===== src/rtl/weight_stream_tx.sv =====
// Serial weight-load transmitter: takes signed words over valid/ready, shifts each
// out MSB-first with a write strobe and address, and keeps a 16-bit running checksum.
module weight_stream_tx #(
  parameter int WIDTH       = 10,
  parameter int NUM_WEIGHTS = 65,
  parameter int ADDR_W      = 7
) (
  input  logic              Clock,
  input  logic              Rst,
  input  logic              start,
  input  logic [WIDTH-1:0]  wData,
  input  logic              wValid,
  output logic              wReady,
  output logic              SerOut,
  output logic              WE,
  output logic [ADDR_W-1:0] Addr,
  output logic              busy,
  output logic              done,
  output logic [15:0]       checksum,
  output logic [1:0]        dbg_state
);

  // Handshake: a word transfers on a rising edge where wValid and wReady are both
  // high; wReady is high only in WAIT_WORD and wData is ignored at all other times.

  localparam int CW = $clog2(WIDTH + 1);
  localparam logic [CW-1:0]     LAST_BIT  = CW'(WIDTH - 1);
  localparam logic [ADDR_W-1:0] LAST_ADDR = ADDR_W'(NUM_WEIGHTS - 1);

  typedef enum logic [1:0] {
    IDLE      = 2'd0,
    WAIT_WORD = 2'd1,
    SHIFT     = 2'd2,
    DONE      = 2'd3
  } state_t;

  state_t            state;
  logic [WIDTH-1:0]  shreg;
  logic [CW-1:0]     bitcnt;
  logic [15:0]       wdata_sext;

  assign wdata_sext = 16'($signed(wData));

  // Zeros shift in behind the word, so the register is empty whenever WE is low.
  assign SerOut    = shreg[WIDTH-1];
  assign dbg_state = state;

  always_ff @(posedge Clock or negedge Rst) begin
    if (!Rst) begin
      state    <= IDLE;
      shreg    <= '0;
      bitcnt   <= '0;
      WE       <= 1'b0;
      Addr     <= '0;
      wReady   <= 1'b0;
      busy     <= 1'b0;
      done     <= 1'b0;
      checksum <= '0;
    end else begin
      case (state)
        IDLE: begin
          if (start) begin
            state    <= WAIT_WORD;
            busy     <= 1'b1;
            wReady   <= 1'b1;
            Addr     <= '0;
            checksum <= '0;
          end
        end
        WAIT_WORD: begin
          if (wValid) begin
            shreg    <= wData;
            checksum <= checksum + wdata_sext;
            bitcnt   <= '0;
            WE       <= 1'b1;
            wReady   <= 1'b0;
            state    <= SHIFT;
          end
        end
        SHIFT: begin
          shreg  <= shreg << 1;
          bitcnt <= bitcnt + 1'b1;
          if (bitcnt == LAST_BIT) begin
            WE <= 1'b0;
            if (Addr == LAST_ADDR) begin
              state <= DONE;
              done  <= 1'b1;
              busy  <= 1'b0;
            end else begin
              Addr   <= Addr + 1'b1;
              wReady <= 1'b1;
              state  <= WAIT_WORD;
            end
          end
        end
        DONE: begin
          done  <= 1'b0;
          state <= IDLE;
        end
        default: state <= IDLE;
      endcase
    end
  end

endmodule

===== config.mk =====
export PLATFORM = sky130hd
export DESIGN_NAME = weight_stream_tx
export DESIGN_NICKNAME = d
export VERILOG_FILES = /design/src/rtl/weight_stream_tx.sv
export SDC_FILE = /design/constraint.sdc
export NUM_CORES = 1
export LEC_CHECK = 0
export CELL_PAD_IN_SITES_DETAIL_PLACEMENT = 1
export CELL_PAD_IN_SITES_GLOBAL_PLACEMENT = 1
export CORE_ASPECT_RATIO = 0.8
export CORE_MARGIN = 4
export CORE_UTILIZATION = 41
export CTS_BUF_LIST = sky130_fd_sc_hd__clkbuf_8 sky130_fd_sc_hd__clkbuf_16
export DETAILED_ROUTE_END_ITERATION = 6
export PLACE_DENSITY_LB_ADDON = 0.1
export SKIP_CTS_REPAIR_TIMING = 1
export SLEW_MARGIN = 40
export SYNTH_ARGS = -nofsm -noshare
export SYNTH_HDL_FRONTEND = slang
export SYNTH_SLANG_ARGS = --single-unit

===== constraint.sdc =====
create_clock -name Clock -period 2.6 [get_ports Clock]
set_input_delay 0.52 -clock Clock [delete_from_list [all_inputs] [get_ports Clock]]
set_output_delay 0.52 -clock Clock [all_outputs]
set_load 0.02 [all_outputs]

* Yosys cells after proc, flatten, opt, wreduce, memory -nomap -nowiden *
Cells that the tools add are included.

operators by class
  reduce and logical (&&, ||, !) cells = 14
  equal/unequal tests = 10
  $add $sub $neg = 3
  multiplexer cells = 30

operators with widths
  kind                   count
  $mux W16               2
  $pmux W16 S2           1
  $mux W7                3
  $pmux W10 S2           1
  $add A16 B16 Y16       1
  $pmux W7 S2            1
  $reduce_and A3 Y1      4
  $mux W1                10
  $mux W10               1
  $ne A2 B2 Y1 const B   5
  $mux W2                4
  $pmux W2 S4            1
  $pmux W4 S2            1
  $reduce_and A4 Y1      2
  $reduce_bool A2 Y1     4
  $add A7 B1 Y7 const B  1
  $eq A7 B7 Y1 const B   1
  $pmux W1 S2            3
  $reduce_and A5 Y1      1
  $add A4 B1 Y4 const B  1
  $eq A2 B2 Y1 const B   2
  $eq A4 B4 Y1 const B   1
  $mux W4                1
  $pmux W1 S3            1
  other kinds (4)        4

word-level totals
  output and inout bits = 30
  flip-flop bits (word level) = 43
  bits of input ports = 14
  logic and storage cells = 66

* Depth between registers and ports, before layout *
Gate-level depths: netlist of run 1.

  depth in word-level cells = 4
  mapped depth = 8

* Worst setup path after synthesis of run 1 *
Ideal clock, no wire load.

  path kind = input to register
  start point = input port wData[0]
  end point = register checksum[14]
  buffers on the path = 0
  setup slack = 0.330 ns
  data arrival time = 2.178 ns
  stages on the path = 8
  setup time = 0.092 ns
  cell sequence = ha_1 > inv_1 > fa_1 > nand2b_1 > a2111oi_4 > o2111ai_1 > and3_1 > o31ai_2

on the way
  cells in the longest elaborated chain, start to end = 3

ends and longest elaborated chain
  what                    line  RTL
  start: declaration      11    input logic [WIDTH-1:0] wData,
  $add A16 B16 Y16        73    checksum <= checksum + wdata_sext;
  $mux W16                71    if (wValid) begin
  $pmux W16 S2            60    case (state)
  end signal: assignment  73
  end: declaration        19    output logic [15:0] checksum,

No other way between the ends. The select of a mux whose other input is x is not followed.
A chain may end at the register's enable or synchronous reset.

* Final worst setup path of run 1 *
  start point = input port wData[1]
  end point = register checksum[9]

The elaborated chain is that of the path after synthesis.

==> results.sh, run 1 <==
export IMPL_status="complete, no violations"
export IMPL_antenna_left=0
export IMPL_grt_busiest_layer="met2"
export IMPL_synth_ff_type="dfrtp_1"
export IMPL_yosysSeqAreaShare_pct=37.5
export IMPL_cap_violations=0
export IMPL_timing_final_crit_share_pct=98.3
export IMPL_place_worst_setup_slack_ps=-279
export IMPL_async_flop_share_pct=100
export IMPL_synth_distinct_cells=55
export IMPL_r2r_setup_slack_ps=370
export IMPL_clock_latency_ps=310
export IMPL_clkSlewWorstSetupHoldPaths_ps=80
export IMPL_globalRouteMet2Util_pct=34.0
export IMPL_numCtsBuffers=5
export IMPL_synth_avg_cell_area_um2=8.91
export IMPL_initial_utilization_pct=43.4
export IMPL_crit_fanout=3
export IMPL_routabilityCongestion=0.820
export IMPL_tns_ps=0
export IMPL_grt_pass1_wl_um=14900
export IMPL_syn_area_um2=2870
export IMPL_die_w_um=102
export IMPL_port_buffers=43
export IMPL_wire_per_inst_um=18.2
export IMPL_rows=26
export IMPL_ys_warn_count=0
export IMPL_grtUsageMet3_pct=3.60
export IMPL_layout_drive_gt1_share_pct=15.0
export IMPL_drv_slew=0
export IMPL_p_leak_nw=1.63
export IMPL_synth_top_area_cell="dfrtp_1"
export IMPL_post_dp_hpwl_um=6530
export IMPL_end_kind="flop"
export IMPL_ctsLongestPathBuffers=2
export IMPL_yosys_register_bits=43
export IMPL_relSlewSlack_pct=59.6
export IMPL_drt_initial_drc_count=97
export IMPL_wl_um=8700
export IMPL_power_density_nw_per_um2=945
export IMPL_grt_max_degree=44
export IMPL_antenna_found_initial=0
export IMPL_core_um2=6600
export IMPL_grt_ovfl_total=0
export IMPL_final_hold_viol_count=0
export IMPL_drc_errors=0
export IMPL_tightestPinTransition_ps=607
export IMPL_r2r_start="checksum[0]"
export IMPL_grtUsageMet1_pct=32.5
export IMPL_antenna_cells=0
export IMPL_path_class="in2reg"
export IMPL_required_ps=2780
export IMPL_netlist_instances=322
export IMPL_die_area_um2=8410
export IMPL_min_period_ps=2560
export IMPL_routed_via_density=5.72
export IMPL_synth_most_common_cell="nand2_1"
export IMPL_ios=44
export IMPL_worstPathArrival_ps=2740
export IMPL_synth_common_cells="45 x nand2_1, 43 x dfrtp_1, 27 x nor2_1, 19 x ha_1, 18 x a21oi_1"
export IMPL_dr_pass1_iters=4
export IMPL_ctsRootBufferMaster="clkbuf_8"
export IMPL_finClkSkew_ps=9.13
export IMPL_cp_start_kind="primary input"
export IMPL_htreeDepth=2
export IMPL_area_growth_pct=29.9
export IMPL_fin_nets=427
export IMPL_syn_nets=356
export IMPL_r2r_end="checksum[12]"
export IMPL_grt_pass1_vias=2949
export IMPL_via_count=2728
export IMPL_yosysTopAreaCellShare_pct=37.5
export IMPL_stdcell_count=477
export IMPL_vdd_drop_max_mv=0.381
export IMPL_synth_edf_count=0
export IMPL_die_y_um=82.8
export IMPL_final_cell_area_um2=3730
export IMPL_fmax_mhz=391
export IMPL_placed_area_um2=3590
export IMPL_synth_area_leaders="dfrtp_1 38%, ha_1 8.3%, nand2_1 5.9%"
export IMPL_finalSetupViolCount=0
export IMPL_hold_class="in2async"
export IMPL_reg2reg_depth=9
export IMPL_cts_sinks=43
export IMPL_grt_use_total_pct=22.0
export IMPL_cts_tree="yes"
export IMPL_setup_ws_ps=43.0
export IMPL_dp_cells=469
==> worst max-delay path, stage by stage <==
cell	delay [ps]
clkdlybuf4s50_1	440
buf_4	150
ha_1	300
a211oi_1	300
buf_4	170
o21bai_1	80
a21oi_1	320
nor4_1	90
or3_1	350
==> where the power goes <==
group	internal, mW	switching (mW)	total, mW
registers	0.878	0.220	1.10
logic	0.845	1.05	1.90
clock network	0.278	0.246	0.525
==> flip-flops by register name (all words and copies together), names as in the netlist <==
name	flops
checksum	16
shreg	10
Addr	7
bitcnt	4
dbg_state	2
WE	1
busy	1
done	1
wReady	1
==> stage by stage <==
| stage | power, mW | util, % | hold WS (ps) |
|---|---|---|---|
| floorplan | 2.21 | - | 224 |
| global placement | 2.90 | 54.4 | 465 |
| detailed placement | 2.97 | 54.4 | 491 |
| CTS | 3.51 | 56.0 | 318 |
| global route | 3.81 | 56.4 | 345 |
| finish | 3.52 | 56.4 | 302 |
==> placed cells by master (no fill, tap or decap), drive strengths merged, types with 12 or more instances in the layout <==
cell,netlist,routed
o21ai,22,22
nor2,27,27
nand2,45,45
dfrtp,43,43
inv,14,15
a31oi,12,12
a21oi,18,18
clkdlybuf4s50,0,41
ha,19,19
buf,8,37
==> per-layer routing <==
layer / vias up / part of all wire (%) / wire length [um]
met2: 43 / 45 / 3960
met4: 0 / 0.85 / 74
met3: 8 / 3.3 / 285
li1: 1308 / - / -
met1: 1369 / 50 / 4380
met5: - / 0 / 0
==> logic make-up (layout without fill, tap and decap cells) <==
| kind of cell | after synthesis | count (layout) | synth area share, % |
|---|---|---|---|
| AND/OR/NAND/NOR | 117 | 117 | 19.7 |
| AO/OA/AOI/OAI | 102 | 102 | 26.1 |
| flip-flops | 43 | 43 | 37.5 |
| buffers and inverters | 29 | 100 | 4.23 |
| adder cells (fa/ha/maj) | 20 | 20 | 8.98 |
| XOR/XNOR | 9 | 9 | 2.75 |
| multiplexers | 2 | 2 | 0.741 |
==> worst max path at each step <==
stage | slack (ps) | endpoint | depth (start not counted) | start
finish | 40 | checksum[9] | 9 | wData[1]
global route | -60 | checksum[9] | 9 | wData[1]
CTS | -10 | checksum[14] | 9 | wData[0]
detailed placement | -280 | checksum[14] | 9 | wData[0]
global placement | -240 | checksum[14] | 9 | wData[0]
floorplan | 330 | checksum[14] | 8 | wData[0]
==> area by class of cell <==
class	instances	area [um2]
Inverter	14	52.6
Sequential cell	43	1080
Clock buffer	5	68.8
Fill cell	785	2880
Timing Repair Buffer	79	698
Clock inverter	2	33.8
Multi-Input combinational cell	250	1690
Tap cell	84	105
Note: power is estimated with default switching activity, not from simulation.
==> inputs of run 2 (changes only) <==
--- a/config.mk
+++ b/config.mk
@@ -18,3 +18,4 @@
 export SYNTH_ARGS = -nofsm -noshare
 export SYNTH_HDL_FRONTEND = slang
 export SYNTH_SLANG_ARGS = --single-unit
+export TNS_END_PERCENT = 20
==> results of run 2 <==
Final layout, timing and power as in run 1 (identical DEF).
==> inputs of run 3 (changes only) <==
--- a/config.mk
+++ b/config.mk
@@ -8,7 +8,7 @@
 export CELL_PAD_IN_SITES_DETAIL_PLACEMENT = 1
 export CELL_PAD_IN_SITES_GLOBAL_PLACEMENT = 1
 export CORE_ASPECT_RATIO = 0.8
-export CORE_MARGIN = 4
+export CORE_MARGIN = 8
 export CORE_UTILIZATION = 41
 export CTS_BUF_LIST = sky130_fd_sc_hd__clkbuf_8 sky130_fd_sc_hd__clkbuf_16
 export DETAILED_ROUTE_END_ITERATION = 6
==> results.sh, run 3 (same netlist as run 1, synthesis figures left out) <==
export IMPL_status="complete, no violations"
export IMPL_dr_pass1_iters=4
export IMPL_rows=27
export IMPL_port_buffers=43
export IMPL_cts_sinks=43
export IMPL_layout_common_cells="45 x nand2_1, 43 x dfrtp_1, 41 x clkdlybuf4s50_1, 41 x buf_4, 27 x nor2_1"
export IMPL_setup_ws_ps=159
export IMPL_initial_utilization_pct=42.0
export IMPL_cts_tree="yes"
export IMPL_critical_path_cell_chain="clkdlybuf4s50_1 > buf_4 > ha_1 > a211oi_1 > buf_4 > o21bai_1 > a21oi_2 > nor4_1 > or3_1"
export IMPL_end_kind="flop"
export IMPL_power_density_nw_per_um2=949
export IMPL_ios=44
export IMPL_final_hold_viol_count=0
export IMPL_layout_drive_gt1_share_pct=16.8
export IMPL_place_worst_setup_slack_ps=-348
export IMPL_grt_pass1_vias=2951
export IMPL_rsz0062_at_grt="false"
export IMPL_finClkSkew_ps=13.3
export IMPL_core_um2=6820
export IMPL_relSlewSlack_pct=63.5
export IMPL_vdd_drop_max_mv=0.435
export IMPL_crit_fanout=3
export IMPL_min_period_ps=2440
export IMPL_post_dp_hpwl_um=6850
export IMPL_die_area_um2=9950
export IMPL_mostFrequentLayoutCell="nand2_1"
export IMPL_die_y_um=90.8
export IMPL_top_register="checksum"
export IMPL_ctsLongestPathBuffers=2
export IMPL_clkSlewWorstSetupHoldPaths_ps=100
export IMPL_critical_path_max_stage_delay_ps=450
export IMPL_cp_common_cell="buf_4"
export IMPL_cp_top_family="buffers and inverters"
export IMPL_fmax_mhz=410
export IMPL_grtUsageMet1_pct=26.2
export IMPL_worstPathArrival_ps=2630
export IMPL_clock_latency_ps=310
export IMPL_grt_ovfl_total=0
export IMPL_tns_ps=0
export IMPL_timing_final_crit_share_pct=93.9
export IMPL_grtUsageMet3_pct=3.07
export IMPL_die_w_um=110
export IMPL_required_ps=2780
export IMPL_ctsRootBufferMaster="clkbuf_8"
export IMPL_htreeDepth=2
export IMPL_wl_um=8970
export IMPL_path_buf_inv=3
export IMPL_p_leak_nw=1.66
export IMPL_antenna_found_initial=0
export IMPL_top_regs="checksum x16, shreg x10, Addr x7"
export IMPL_crit_path_top_delay_cell="clkdlybuf4s50_1"
export IMPL_globalRouteMet2Util_pct=29.2
export IMPL_grt_use_total_pct=18.6
export IMPL_grt_max_degree=24
export IMPL_wire_per_inst_um=18.5
export IMPL_grt_pass1_wl_um=14900
export IMPL_area_growth_pct=31.8
export IMPL_antenna_cells=0
export IMPL_cp_start_kind="primary input"
export IMPL_cap_violations=0
export IMPL_drv_slew=0
export IMPL_drt_initial_drc_count=110
export IMPL_finalSetupViolCount=0
export IMPL_grt_busiest_layer="met2"
export IMPL_fin_nets=432
export IMPL_routed_via_density=5.59
export IMPL_hold_class="in2async"
export IMPL_largest_register_ffs=16
export IMPL_antenna_left=0
export IMPL_path_class="in2reg"
export IMPL_via_count=2719
export IMPL_drc_errors=0
export IMPL_numCtsBuffers=5
export IMPL_tightestPinTransition_ps=548
export IMPL_power_mw=3.59
export IMPL_finalCoreUtilization_pct=55.4
export IMPL_routabilityCongestion=0.877
[run 3: cell types whose count changed in the layout (fill, tap and decap cells not counted), sizes merged]
cell | previous run | this run
buf | 37 | 42
inv | 15 | 14
clkinv | 0 | 2
[run 3: final timing paths]
path / startpoint / end / slack, ps / cells after the start
worst max-delay path: wData[1] / checksum[9] / 160 / 9
worst min-delay path: Rst / shreg[5] / 180 / 1
worst max register to register: checksum[0] / checksum[14] / 410 / 8
worst min register to register: WE / WE / 510 / 2
max in group asynchronous: Rst / bitcnt[3] / 1820 / 2
min in group Clock: WE / WE / 510 / 2
[run 3: layer usage]
layer / vias up / part of all wire (%)
li1: 1329 / -
met1: 1346 / 50
met2: 39 / 47
met3: 5 / 3.1
met4: 0 / 0.53
met5: - / 0
[run 3: worst register-to-register path: cells and delay by family, from the launching register on]
kind | cells | cell delay (ps)
fa+ha+maj | 2 | 540
flops | 1 | 380
simple gates | 2 | 350
compound gates | 3 | 770
buf+inv | 1 | 50
[run 3: cell type report]
type | count | area (um2)
Timing Repair Buffer | 84 | 736
Sequential cell | 43 | 1080
Tap cell | 87 | 109
Fill cell | 799 | 3040
Clock inverter | 3 | 43.8
Clock buffer | 5 | 68.8
Multi-Input combinational cell | 250 | 1700
Inverter | 14 | 52.6
[run 3: stage by stage]
step           cells  hold slack [ps]  area (um2)
2_1_floorplan    322              224        2870
3_3_place_gp     477              475        3630
3_5_place_dp     477              481        3630
4_1_cts          485              193        3750
5_1_grt          486              213        3780
6_report         486              180        3780
[run 3: where the power goes]
group | leakage (nW) | internal, mW | switching, mW | total (mW)
combinational | 1.05 | 0.870 | 1.10 | 1.97
sequential | 0.547 | 0.878 | 0.194 | 1.07
clock | 0.0581 | 0.287 | 0.259 | 0.546
